==> config.mk <==
export PLATFORM = sky130hd
export DESIGN_NAME = scan_display_n
export DESIGN_NICKNAME = d
export VERILOG_FILES = /design/src/rtl/display_pkg.sv /design/src/rtl/hex_seg_encode.sv /design/src/rtl/scan_display_n.sv
export SDC_FILE = /design/constraint.sdc
export NUM_CORES = 1
export LEC_CHECK = 0
export BUFFER_PORTS_ARGS = -buffer_cell sky130_fd_sc_hd__buf_2
export CELL_PAD_IN_SITES_DETAIL_PLACEMENT = 1
export CELL_PAD_IN_SITES_GLOBAL_PLACEMENT = 1
export CORE_MARGIN = 5
export CORE_UTILIZATION = 28
export DETAILED_ROUTE_END_ITERATION = 8
export GPL_ROUTABILITY_DRIVEN = 0
export GPL_TIMING_DRIVEN = 0
export HOLD_SLACK_MARGIN = 0.12
export PLACE_DENSITY_LB_ADDON = 0.1
export SYNTH_ARGS = -nofsm -noshare
export SYNTH_HDL_FRONTEND = slang
export SYNTH_HIERARCHICAL = 1
export SYNTH_SLANG_ARGS = --single-unit
==> constraint.sdc <==
create_clock -name CLK -period 8.8 [get_ports CLK]
set_input_delay 0.44 -clock CLK [delete_from_list [all_inputs] [get_ports CLK]]
set_output_delay 0.44 -clock CLK [all_outputs]
set_load 0.02 [all_outputs]
==> src/rtl/display_pkg.sv <==
// Constants shared by the 7-segment display drivers.
// Segment patterns are active-low, ordered {g,f,e,d,c,b,a}.
package display_pkg;

   localparam logic [6:0] SEG_BLANK = 7'h7F;
   localparam logic [6:0] SEG_MINUS = 7'b0111111;

   localparam logic [6:0] HEX_SEG [16] = '{
      7'b1000000,  // 0
      7'b1111001,  // 1
      7'b0100100,  // 2
      7'b0110000,  // 3
      7'b0011001,  // 4
      7'b0010010,  // 5
      7'b0000010,  // 6
      7'b1111000,  // 7
      7'b0000000,  // 8
      7'b0010000,  // 9
      7'b0001000,  // A
      7'b0000011,  // b
      7'b1000110,  // C
      7'b0100001,  // d
      7'b0000110,  // E
      7'b0001110   // F
   };

   function automatic logic [6:0] hex_to_seg(input logic [3:0] nib);
      return HEX_SEG[nib];
   endfunction

endpackage

==> src/rtl/hex_seg_encode.sv <==
// Combinational hex nibble to active-low segment encoder; 'minus' overrides
// the nibble with a lone segment g.
module hex_seg_encode
   import display_pkg::*;
(
   input  logic [3:0] nibble,
   input  logic       minus,
   output logic [6:0] seg
);

   always_comb begin
      seg = hex_to_seg(nibble);
      if (minus) begin
         seg = SEG_MINUS;
      end
   end

endmodule

==> src/rtl/scan_display_n.sv <==
// Time-multiplexed N-digit common-anode 7-segment scanner with per-digit
// enable, leading-zero blanking, PWM brightness and per-frame input snapshot.
module scan_display_n
   import display_pkg::*;
#(
   parameter int unsigned NUM_DIGITS  = 4,
   parameter int unsigned TICK_DIV    = 10000,
   parameter int unsigned BRIGHT_BITS = 3
) (
   input  logic                     CLK,
   input  logic                     Reset,
   input  logic [4*NUM_DIGITS-1:0]  digits,
   input  logic [NUM_DIGITS-1:0]    decPts,
   input  logic [NUM_DIGITS-1:0]    signs,
   input  logic [NUM_DIGITS-1:0]    digitEn,
   input  logic                     lzBlank,
   input  logic [BRIGHT_BITS-1:0]   brightness,
   output logic [6:0]               segs,
   output logic                     DP,
   output logic [NUM_DIGITS-1:0]    anodes,
   output logic                     frameStart
);

   localparam int unsigned PRE_W   = (TICK_DIV > 1) ? $clog2(TICK_DIV) : 1;
   localparam int unsigned IDX_W   = (NUM_DIGITS > 1) ? $clog2(NUM_DIGITS) : 1;
   localparam int unsigned SUB_DIV = TICK_DIV >> BRIGHT_BITS;

   logic [PRE_W-1:0]         pre_q, pre_d;
   logic [IDX_W-1:0]         idx_q, idx_d;
   logic [4*NUM_DIGITS-1:0]  sh_digits_q, sh_digits_d;
   logic [NUM_DIGITS-1:0]    sh_dp_q, sh_dp_d;
   logic [NUM_DIGITS-1:0]    sh_sign_q, sh_sign_d;
   logic [NUM_DIGITS-1:0]    sh_en_q, sh_en_d;
   logic                     sh_lz_q, sh_lz_d;
   logic [BRIGHT_BITS-1:0]   sh_bright_q, sh_bright_d;
   logic [6:0]               segs_q, segs_d;
   logic                     dp_q, dp_d;
   logic [NUM_DIGITS-1:0]    anodes_q, anodes_d;

   logic                     snap;
   logic [NUM_DIGITS-1:0]    blank;
   logic                     scanning;
   logic [3:0]               cur_nib;
   logic [31:0]              sub;
   logic                     lit;

   assign snap       = (pre_q == '0) && (idx_q == '0);
   assign frameStart = snap & ~Reset;

   always_comb begin
      pre_d = pre_q + 1'b1;
      idx_d = idx_q;
      if (pre_q == PRE_W'(TICK_DIV - 1)) begin
         pre_d = '0;
         idx_d = (idx_q == IDX_W'(NUM_DIGITS - 1)) ? '0 : idx_q + 1'b1;
      end
   end

   // The slot being output during the snapshot cycle already sees the new
   // inputs, so the shadow next-state doubles as the effective frame view.
   always_comb begin
      sh_digits_d = sh_digits_q;
      sh_dp_d     = sh_dp_q;
      sh_sign_d   = sh_sign_q;
      sh_en_d     = sh_en_q;
      sh_lz_d     = sh_lz_q;
      sh_bright_d = sh_bright_q;
      if (snap) begin
         sh_digits_d = digits;
         sh_dp_d     = decPts;
         sh_sign_d   = signs;
         sh_en_d     = digitEn;
         sh_lz_d     = lzBlank;
         sh_bright_d = brightness;
      end
   end

   always_comb begin
      blank    = '0;
      scanning = sh_lz_d;
      for (int unsigned k = 0; k < NUM_DIGITS - 1; k++) begin
         if (scanning && (sh_digits_d[4*(NUM_DIGITS-1-k) +: 4] == 4'h0) &&
             !sh_sign_d[NUM_DIGITS-1-k] && !sh_dp_d[NUM_DIGITS-1-k]) begin
            blank[NUM_DIGITS-1-k] = 1'b1;
         end else begin
            scanning = 1'b0;
         end
      end
   end

   assign cur_nib = sh_digits_d[4*idx_q +: 4];

   hex_seg_encode u_enc (
      .nibble (cur_nib),
      .minus  (sh_sign_d[idx_q]),
      .seg    (segs_d)
   );

   always_comb begin
      sub      = 32'(pre_q) / SUB_DIV;
      lit      = (sub < 32'(sh_bright_d)) && sh_en_d[idx_q] && !blank[idx_q];
      dp_d     = ~sh_dp_d[idx_q];
      anodes_d = '1;
      if (lit) begin
         anodes_d[idx_q] = 1'b0;
      end
   end

   always_ff @(posedge CLK) begin
      if (Reset) begin
         pre_q       <= '0;
         idx_q       <= '0;
         sh_digits_q <= '0;
         sh_dp_q     <= '0;
         sh_sign_q   <= '0;
         sh_en_q     <= '0;
         sh_lz_q     <= 1'b0;
         sh_bright_q <= '0;
         segs_q      <= SEG_BLANK;
         dp_q        <= 1'b1;
         anodes_q    <= '1;
      end else begin
         pre_q       <= pre_d;
         idx_q       <= idx_d;
         sh_digits_q <= sh_digits_d;
         sh_dp_q     <= sh_dp_d;
         sh_sign_q   <= sh_sign_d;
         sh_en_q     <= sh_en_d;
         sh_lz_q     <= sh_lz_d;
         sh_bright_q <= sh_bright_d;
         segs_q      <= segs_d;
         dp_q        <= dp_d;
         anodes_q    <= anodes_d;
      end
   end

   assign segs   = segs_q;
   assign DP     = dp_q;
   assign anodes = anodes_q;

endmodule

==> results of run 1 <==
-- synthesized netlist by cell type, drive strengths merged, types with 6 or more instances --
master,number
a21oi,13
and3,10
buf,21
clkbuf,10
dfxtp,60
ha,18
inv,13
mux2i,39
nand2,35
nand2b,6
nand3,20
nor2,70
nor3,14
nor4,7
o211ai,6
o21ai,16
or2,15
xnor2,12
xor2,6
-- how the worst max path moves through the flow --
stage,from,end,slack [ps],cells after the start
after global routing,idx_q[1]$_SDFFE_PP0P_,segs[1]$_SDFF_PP1_,3550,15
after detailed placement,idx_q[1]$_SDFFE_PP0P_,segs[1]$_SDFF_PP1_,3830,15
after CTS,idx_q[1]$_SDFFE_PP0P_,segs[1]$_SDFF_PP1_,3800,15
after global placement,idx_q[1]$_SDFFE_PP0P_,segs[1]$_SDFF_PP1_,3840,15
final,idx_q[1]$_SDFFE_PP0P_,segs[1]$_SDFF_PP1_,3890,15
after floorplan,idx_q[1]$_SDFFE_PP0P_,segs[1]$_SDFF_PP1_,4820,15
-- kinds of logic (layout without fill, tap and decap cells) --
logic type                 after synthesis  after routing  synth area share
AOI/OAI and AO/OA                       94             94             0.188
xor gates and xnor gates                18             18            0.0435
adders and majority gates               18             18            0.0533
buffers and inverters                   44            105            0.0551
DFF                                     60             60             0.284
muxes                                   46             46             0.123
and+or+nand+nor                        202            202             0.253
-- report_power, final --
group,total [mW],leakage [nW],internal [mW],switching (mW)
registers,0.301,0.493,0.293,0.00823
clock network,0.390,0.162,0.255,0.135
logic,0.154,1.46,0.0667,0.0874
-- per-layer routing --
layer | vias to the layer above | track usage | part of all wire
met5 | - | 0 | 0
met4 | 0 | 0.0473 | 0.013
met3 | 15 | 0.0292 | 0.036
met2 | 60 | 0.220 | 0.43
met1 | 1787 | 0.222 | 0.53
li1 | 1872 | - | -
-- cell type report --
type                       count  share of cell area
buffer                        31              0.0367
multi-input combinational    378               0.557
clock buffer                  10              0.0477
inverter                      13             0.00975
tap                          184              0.0460
timing repair buffer          45              0.0450
sequential                    60               0.240
clock inverter                 6              0.0175
-- critical path: stages (launching register included) --
cell      delay [ps]
dfxtp_1          540
inv_1            280
ha_1             290
nor4bb_1         150
nand4_1          190
buf_2            320
buf_2            350
buf_1            630
mux2i_1          340
nand2_1           80
a31o_2           330
inv_1            150
ha_1             240
or2_2            310
a311o_1          320
or2_2            270
-- stage by stage --
step / worst slack [ps] / instance area [µm²] / util / std cells / power (mW)
floorplan: 4820 / 4220 / - / 482 / 0.415
global placement: 3840 / 4680 / 0.320 / 711 / 0.460
detailed placement: 3830 / 4680 / 0.320 / 711 / 0.463
CTS: 3800 / 5010 / 0.342 / 727 / 0.863
global route: 3550 / 5010 / 0.342 / 727 / 0.893
finish: 3890 / 5010 / 0.342 / 727 / 0.846
-- flip-flops by register name, indices dropped and copies added (netlist names) --
| signal | cells |
|---|---|
| anodes | 4 |
| sh_en_q | 4 |
| sh_lz_q | 1 |
| sh_sign_q | 4 |
| sh_dp_q | 4 |
| sh_bright_q | 3 |
| segs | 7 |
| DP | 1 |
| sh_digits_q | 16 |
| idx_q | 2 |
| pre_q | 14 |
==> flow_summary.json, run 1 <==
{
  "clock_latency_ps": 330,
  "seq_area_um2": 1200,
  "die_area_um2": 17600,
  "min-delay-path-class": "input pin to register",
  "syn-num-nets": 534,
  "worstReg2RegStart": "idx_q[1]$_SDFFE_PP0P_",
  "layout.nets": 590,
  "viasPerCell": 5.14,
  "holdPathEnd": "sh_digits_q[0]$_SDFF_PP0_",
  "path_class": "register to register",
  "timing.slew.headroom": 0.489,
  "worstRegToRegCells": 15,
  "irDropWorstVdd_mv": 0.0799,
  "antenna_found_initial": 0,
  "rsz0062_at_grt": "false",
  "post_cts_resized": 0,
  "mostFrequentLayoutCells": "69 x nor2_1, 60 x dfxtp_1, 57 x buf_2",
  "drv_cap": 0,
  "status": "completed",
  "area_growth_pct": 18.5,
  "h-tree-depth": 3,
  "cts_setup_buffers": 0,
  "worstSetupStartpointType": "register",
  "fillCellCount": 1745,
  "syn-cell-area_um2": 4220,
  "drtPass1Iterations": 5,
  "overflow": 0,
  "ioPinCount": 47,
  "worst_hold_slack_ps": 364,
  "dp_hpwl_um": 10100,
  "n_antenna_cell": 0,
  "grt_pass1_vias": 3865,
  "avgSynthCellArea_um2": 8.76,
  "worst-r2r-setup-slack_ps": 3890,
  "totalWireLength_um": 12900,
  "synthCells": 482,
  "leakage_nw": 2.11,
  "die_y_um": 133,
  "ys_ff_latch": 60,
  "setup_viol": 0,
  "grt_pass1_wl_um": 21300,
  "finalCritPeriodShare": 0.558,
  "min_from": "digits[0]",
  "crit_arrival_ps": 5140,
  "powerDensity_nw_per_um2": 169,
  "portBuffers": 45,
  "cts_buffer_depth": 2,
  "ant_nets": 0,
  "reg2reg_to": "segs[1]$_SDFF_PP1_",
  "grt_max_degree": 12,
  "fmax_mhz": 204,
  "start_util": 0.288,
  "cts_tree": "done",
  "totalNegativeSetupSlack_ps": 0,
  "post-route-min-period_ps": 4910,
  "fp-row-count": 44,
  "yosysTopAreaCellShare": 0.284,
  "min_delay_path_depth": 3,
  "finalMaxSlewViolations": 0,
  "wl_per_cell_um": 17.8,
  "drt_iter0_drc": 243,
  "final_common_cell": "nor2_1",
  "synth_top_area_cell": "dfxtp_1",
  "cts.clk_slew.worst_paths_ps": 60,
  "drive_gt1_frac": 0.250,
  "ys_warn_count": 6,
  "synth-main-ff-cell": "dfxtp_1",
  "synth_area_leaders": "dfxtp_1 28%, mux2i_1 9.2%, nor2_1 6.1%",
  "final.setup_skew_ps": 7.97,
  "end_kind": "register",
  "track_usage": 0.151,
  "die_w_um": 133,
  "yosysSeqAreaShare": 0.284,
  "async_flop_share": 0,
  "hold_buffers": 0,
  "worstPathRequired_ps": 9020,
  "synth_edf_count": 0,
  "final_hold_viol_count": 0,
  "synth_cell_types": 95,
  "fp.coreArea_um2": 14600,
  "cts_root_buffer": "clkbuf_16",
  "multiInputGateArea_um2": 2790,
  "numCtsBuffers": 9,
  "clock-sinks": 60,
  "vias": 3734,
  "max_slew.worst_pin.slew_ps": 767,
  "drc_errors": 0,
  "cp_max_fo": 10
}
Note: power is estimated with default switching activity, not from simulation.
==> run 2, diff against run 1 <==
- ABC_AREA: unset -> 1
- clock period: 8.8 -> 4.2 ns (I/O delays scaled with it)
==> flow_summary.json, run 2 <==
{
  "track_usage": 0.149,
  "path_buf_inv": 6,
  "die_w_um": 130,
  "fillCellCount": 1814,
  "ioPinCount": 47,
  "critPathTopFamily": "buffers and inverters",
  "synth_top_area_cell": "dfxtp_1",
  "syn-num-nets": 638,
  "largest_register_ffs": 16,
  "overflow": 0,
  "numCtsBuffers": 9,
  "worstPathRequired_ps": 4420,
  "setup_viol": 0,
  "irDropWorstVdd_mv": 0.156,
  "seq_area_um2": 1200,
  "h-tree-depth": 3,
  "avgSynthCellArea_um2": 6.92,
  "drive_gt1_frac": 0.195,
  "grt_max_degree": 12,
  "hold_buffers": 0,
  "min-delay-path-class": "input pin to register",
  "grt_pass1_vias": 3940,
  "synth_area_leaders": "dfxtp_1 30%, nand2_1 13%, mux2i_1 7.2%",
  "viasPerCell": 4.67,
  "max_slew.worst_pin.slew_ps": 646,
  "cp_max_fo": 12,
  "status": "completed",
  "yosysSeqAreaShare": 0.296,
  "cts_tree": "done",
  "leakage_nw": 2.36,
  "vias": 3876,
  "yosysTopAreaCellShare": 0.296,
  "drt_iter0_drc": 173,
  "finalInstanceArea_um2": 4810,
  "worstSetupStartpointType": "register",
  "rsz0062_at_grt": "false",
  "synth_edf_count": 0,
  "start_util": 0.282,
  "fp-row-count": 44,
  "multiInputGateArea_um2": 2510,
  "clock-sinks": 60,
  "ant_nets": 0,
  "cp_cell_sequence": "clkbuf_2, inv_1, ha_1, nand4_1, clkbuf_4, buf_4, buf_4, mux2i_1, nand2_1, o211ai_1, o221ai_2, inv_1, ha_1, nand3_1, nand3_1, or2_2",
  "drtPass1Iterations": 4,
  "cts.clk_slew.worst_paths_ps": 60,
  "ys_warn_count": 6,
  "wl_per_cell_um": 14.6,
  "cts_buffer_depth": 2,
  "postPlaceCellArea_um2": 4510,
  "ys_ff_latch": 60,
  "fin_ws_ps": 402,
  "final.setup_skew_ps": 7.61,
  "final_hold_viol_count": 0,
  "dp_hpwl_um": 9770,
  "syn-cell-area_um2": 4050,
  "area_growth_pct": 18.6,
  "finalCritPeriodShare": 0.904,
  "drc_errors": 0,
  "final_common_cell": "nand2_1",
  "synthTopCellsByCount": "136 x nand2_1, 76 x nor2_1, 63 x inv_1",
  "layout.nets": 693,
  "fp.coreArea_um2": 14400,
  "end_kind": "register",
  "crit_arrival_ps": 4020,
  "powerDensity_nw_per_um2": 341,
  "synthMostInstantiatedCell": "nand2_1",
  "fmax_mhz": 263,
  "cts_setup_buffers": 0,
  "dp_cells": 815,
  "clock_latency_ps": 340,
  "async_flop_share": 0,
  "timing.slew.headroom": 0.569,
  "die_area_um2": 17000,
  "regMostFlops": "sh_digits_q",
  "finalMaxSlewViolations": 0,
  "cpPeakStageDelay_ps": 350,
  "grt_pass1_wl_um": 20000,
  "cp_slowest_cell": "dfxtp_1",
  "synth_cell_types": 45,
  "portBuffers": 45,
  "post-route-min-period_ps": 3800,
  "antenna_found_initial": 0,
  "synth-main-ff-cell": "dfxtp_1",
  "die_y_um": 130,
  "pre_cts_slack_ps": -1020,
  "finalNonFillerCells": 830,
  "drv_cap": 0,
  "totalWireLength_um": 12100,
  "path_class": "register to register",
  "cts_root_buffer": "clkbuf_16",
  "n_antenna_cell": 0,
  "mostFrequentLayoutCells": "136 x nand2_1, 76 x nor2_1, 63 x inv_1",
  "synthCells": 586
}
## run 2: cell types whose count changed after synthesis, sizes merged, moves of 6 or more
cell,change
nand2,+124
inv,+54
nand3,+37
nand4,+15
nor2,+14
buf,-13
xnor2,-11
and3,-10
mux2i,-10
nor3,-7
or2,-7
nand2b,-6
nor4,-6
## run 2: worst reg2reg max path, stage by stage, from the launching register on
cell      delay, ps
dfxtp_1         350
clkbuf_2        230
inv_1           240
ha_1            330
nand4_1         120
clkbuf_4        250
buf_4           260
buf_4           280
mux2i_1         290
nand2_1          80
o211ai_1        120
o221ai_2        220
inv_1           210
ha_1            270
nand3_1          90
nand3_1          70
or2_2           270
## run 2: what timing repair did
item / 4_1_cts / 5_1_grt
gates cloned: 0 / 0
hold endpoints to repair: 0 / 0
endpoints found under the setup margin: 11 / 7
gates resized for setup: 10 / 3
## run 2: cell type report
class | count | area share
flip-flops and latches | 60 | 0.250
plain buffers | 17 | 0.0232
clock inverters | 5 | 0.00755
multi-input cells | 441 | 0.521
inverters | 67 | 0.0528
well taps | 184 | 0.0479
repair buffers | 45 | 0.0468
clock buffers | 11 | 0.0505
## run 2: cells by family (layout without fill, tap and decap cells)
| group | count (synthesis) | after routing | share of synthesized area |
|---|---|---|---|
| multiplexers | 29 | 29 | 0.0716 |
| buffers and inverters | 85 | 145 | 0.0880 |
| XOR/XNOR | 5 | 5 | 0.0108 |
| adder cells (fa/ha/maj) | 18 | 18 | 0.0556 |
| flip-flops | 60 | 60 | 0.296 |
| AO/OA/AOI/OAI | 47 | 47 | 0.0760 |
| AND/OR/NAND/NOR | 342 | 342 | 0.402 |
## run 2: where the power goes
| group | internal (mW) | switching (mW) | leakage (nW) | total [mW] |
|---|---|---|---|---|
| clock | 0.416 | 0.271 | 0.128 | 0.687 |
| sequential | 0.614 | 0.0132 | 0.493 | 0.628 |
| combinational | 0.123 | 0.203 | 1.74 | 0.326 |
## run 2: metrics by stage
stage	setup TNS, ps	util	power, mW	hold WS, ps
6_report	0	0.335	1.64	138
5_1_grt	0	0.335	1.74	174
4_1_cts	0	0.334	1.67	127
3_5_place_dp	-7620	0.314	0.965	463
3_3_place_gp	-7130	0.314	0.958	443
2_1_floorplan	0	-	0.863	365
## run 2: per-layer routing
metal	part of all wire	GRT usage	vias up	routed length, µm
met3	0.028	0.0242	15	341
met2	0.44	0.232	46	5330
li1	-	-	2018	-
met4	0.020	0.0575	0	239
met5	0	0	-	0
met1	0.51	0.206	1797	6190
## run 2: final timing paths
kind | startpoint | endpoint | slack, ps | depth (start not counted)
max | idx_q[0]$_SDFFE_PP0P_ | segs[1]$_SDFF_PP1_ | 400 | 16
max reg2reg | idx_q[0]$_SDFFE_PP0P_ | segs[1]$_SDFF_PP1_ | 400 | 16
min reg2reg | pre_q[0]$_SDFF_PP0_ | pre_q[0]$_SDFF_PP0_ | 470 | 1
min | digitEn[0] | sh_en_q[0]$_SDFF_PP0_ | 140 | 3
==> run 3, diff against run 2 <==
- CORE_MARGIN: 5 -> unset
==> flow_summary.json, run 3 (same netlist as run 2, synthesis figures left out) <==
{
  "portBuffers": 45,
  "powerDensity_nw_per_um2": 353,
  "p_sw_mw": 0.504,
  "pwr-share-clk": 0.439,
  "dp_hpwl_um": 9540,
  "drt_iter0_drc": 164,
  "final_common_cell": "nand2_1",
  "fillCellCount": 1810,
  "swShare": 0.296,
  "mostFrequentLayoutCells": "136 x nand2_1, 76 x nor2_1, 63 x inv_1",
  "cts_tree": "done",
  "worstPathRequired_ps": 4430,
  "dp_cells": 811,
  "layout.nets": 694,
  "finalMaxSlewViolations": 0,
  "min-delay-path-class": "input pin to register",
  "overflow": 0,
  "worst_hold_slack_ps": 143,
  "clock-sinks": 60,
  "cts.clk_slew.worst_paths_ps": 60,
  "cts_buffer_depth": 2,
  "fp-row-count": 43,
  "final_hold_viol_count": 0,
  "area_growth_pct": 19.2,
  "totalWireLength_um": 12000,
  "fmax_mhz": 262,
  "wl_per_cell_um": 14.5,
  "seq_area_um2": 1200,
  "drive_gt1_frac": 0.196,
  "ioPinCount": 47,
  "drtPass1Iterations": 4,
  "post-route-min-period_ps": 3810,
  "regMostFlops": "sh_digits_q",
  "p_total_mw": 1.70,
  "end_kind": "register",
  "finalCritPeriodShare": 0.907,
  "timing.slew.headroom": 0.624,
  "start_util": 0.290,
  "status": "completed",
  "p_comb_frac": 0.192,
  "drv_cap": 0,
  "path_class": "register to register",
  "final.setup_skew_ps": 6.07,
  "cp_max_fo": 11,
  "p_seq_frac": 0.369,
  "leakage_nw": 2.37,
  "grt_max_degree": 13,
  "viasPerCell": 4.70,
  "crit_arrival_ps": 4030,
  "grt_pass1_vias": 3800,
  "antenna_found_initial": 0,
  "multiInputGateArea_um2": 2510,
  "die_w_um": 122,
  "n_antenna_cell": 0,
  "fp.coreArea_um2": 14000,
  "h-tree-depth": 3,
  "vias": 3887,
  "ant_nets": 0,
  "numCtsBuffers": 9,
  "worstSetupStartpointType": "register",
  "irDropWorstVdd_mv": 0.191,
  "finalNonFillerCells": 827,
  "rsz0062_at_grt": "false",
  "die_area_um2": 15000,
  "clock_latency_ps": 340,
  "setup_viol": 0,
  "cts_root_buffer": "clkbuf_16",
  "die_y_um": 122,
  "p_int_mw": 1.20,
  "track_usage": 0.170,
  "max_slew.worst_pin.slew_ps": 564,
  "largest_register_ffs": 16,
  "grt_pass1_wl_um": 19500,
  "drc_errors": 0
}
## run 3: changes by cell type in the layout (fill, tap and decap cells not counted), sizes merged
cell	before	now
buf	53	52
bufinv	0	1
clkinv	1	3
clkinvlp	3	2
## run 3: cell type report
cell class	instances	area share
Clock buffer	9	0.0466
Tap cell	180	0.0466
Clock inverter	7	0.0158
Multi-Input combinational cell	441	0.519
Buffer	16	0.0212
Timing Repair Buffer	47	0.0497
Sequential cell	60	0.249
Inverter	67	0.0526
## run 3: path summary, 6_finish.rpt
kind / cells after the start / startpoint / to / slack (ps)
worst min register to register: 1 / pre_q[0]$_SDFF_PP0_ / pre_q[0]$_SDFF_PP0_ / 470
worst min-delay path: 3 / digits[1] / sh_digits_q[1]$_SDFF_PP0_ / 140
worst max-delay path: 16 / idx_q[0]$_SDFFE_PP0P_ / segs[1]$_SDFF_PP1_ / 390
worst max register to register: 16 / idx_q[0]$_SDFFE_PP0P_ / segs[1]$_SDFF_PP1_ / 390
## run 3: timing repair
item | in CTS | in global routing
endpoints found under the setup margin | 11 | 7
gates resized for setup | 3 | 3
hold buffers | 0 | 0
gates cloned | 0 | 0
pin swaps | 0 | 0
setup buffers | 2 | 0
## run 3: worst max-delay path, stage by stage (launching register included)
cell      delay, ps
dfxtp_1         370
clkbuf_2        250
inv_1            90
clkbuf_1        280
ha_1            310
nand4_1         150
clkbuf_4        270
clkbuf_4        300
mux2i_1         260
nand2_1         100
nand3_1         130
o221ai_2        220
inv_1           230
ha_1            270
nand3_1         100
nand3_1          70
or2_2           280
## run 3: stage by stage
stage           util  setup WS, ps  setup TNS, ps  cell area (µm²)
2_1_floorplan      -           259              0             4050
3_3_place_gp   0.322          -994          -6890             4500
3_5_place_dp   0.322         -1000          -7230             4500
4_1_cts        0.345           124              0             4820
5_1_grt        0.345          38.4              0             4830
6_report       0.345           390              0             4830
## run 3: layer usage
layer / vias to the layer above / wire length [µm] / global-route usage
met5: - / 0 / 0
met4: 0 / 143 / 0.0549
met3: 10 / 303 / 0.0307
met2: 35 / 5330 / 0.257
met1: 1820 / 6220 / 0.240
li1: 2022 / - / -
## run 3: power groups by stage
| stage | Sequential, mW | Clock, mW | Combinational [mW] |
|---|---|---|---|
| 3_5_place_dp | 0.641 | 0 | 0.323 |
| 2_1_floorplan | 0.654 | 0 | 0.209 |
| 4_1_cts | 0.629 | 0.769 | 0.329 |
| 3_3_place_gp | 0.638 | 0 | 0.320 |
| 6_report | 0.628 | 0.748 | 0.328 |
| 5_1_grt | 0.632 | 0.792 | 0.369 |
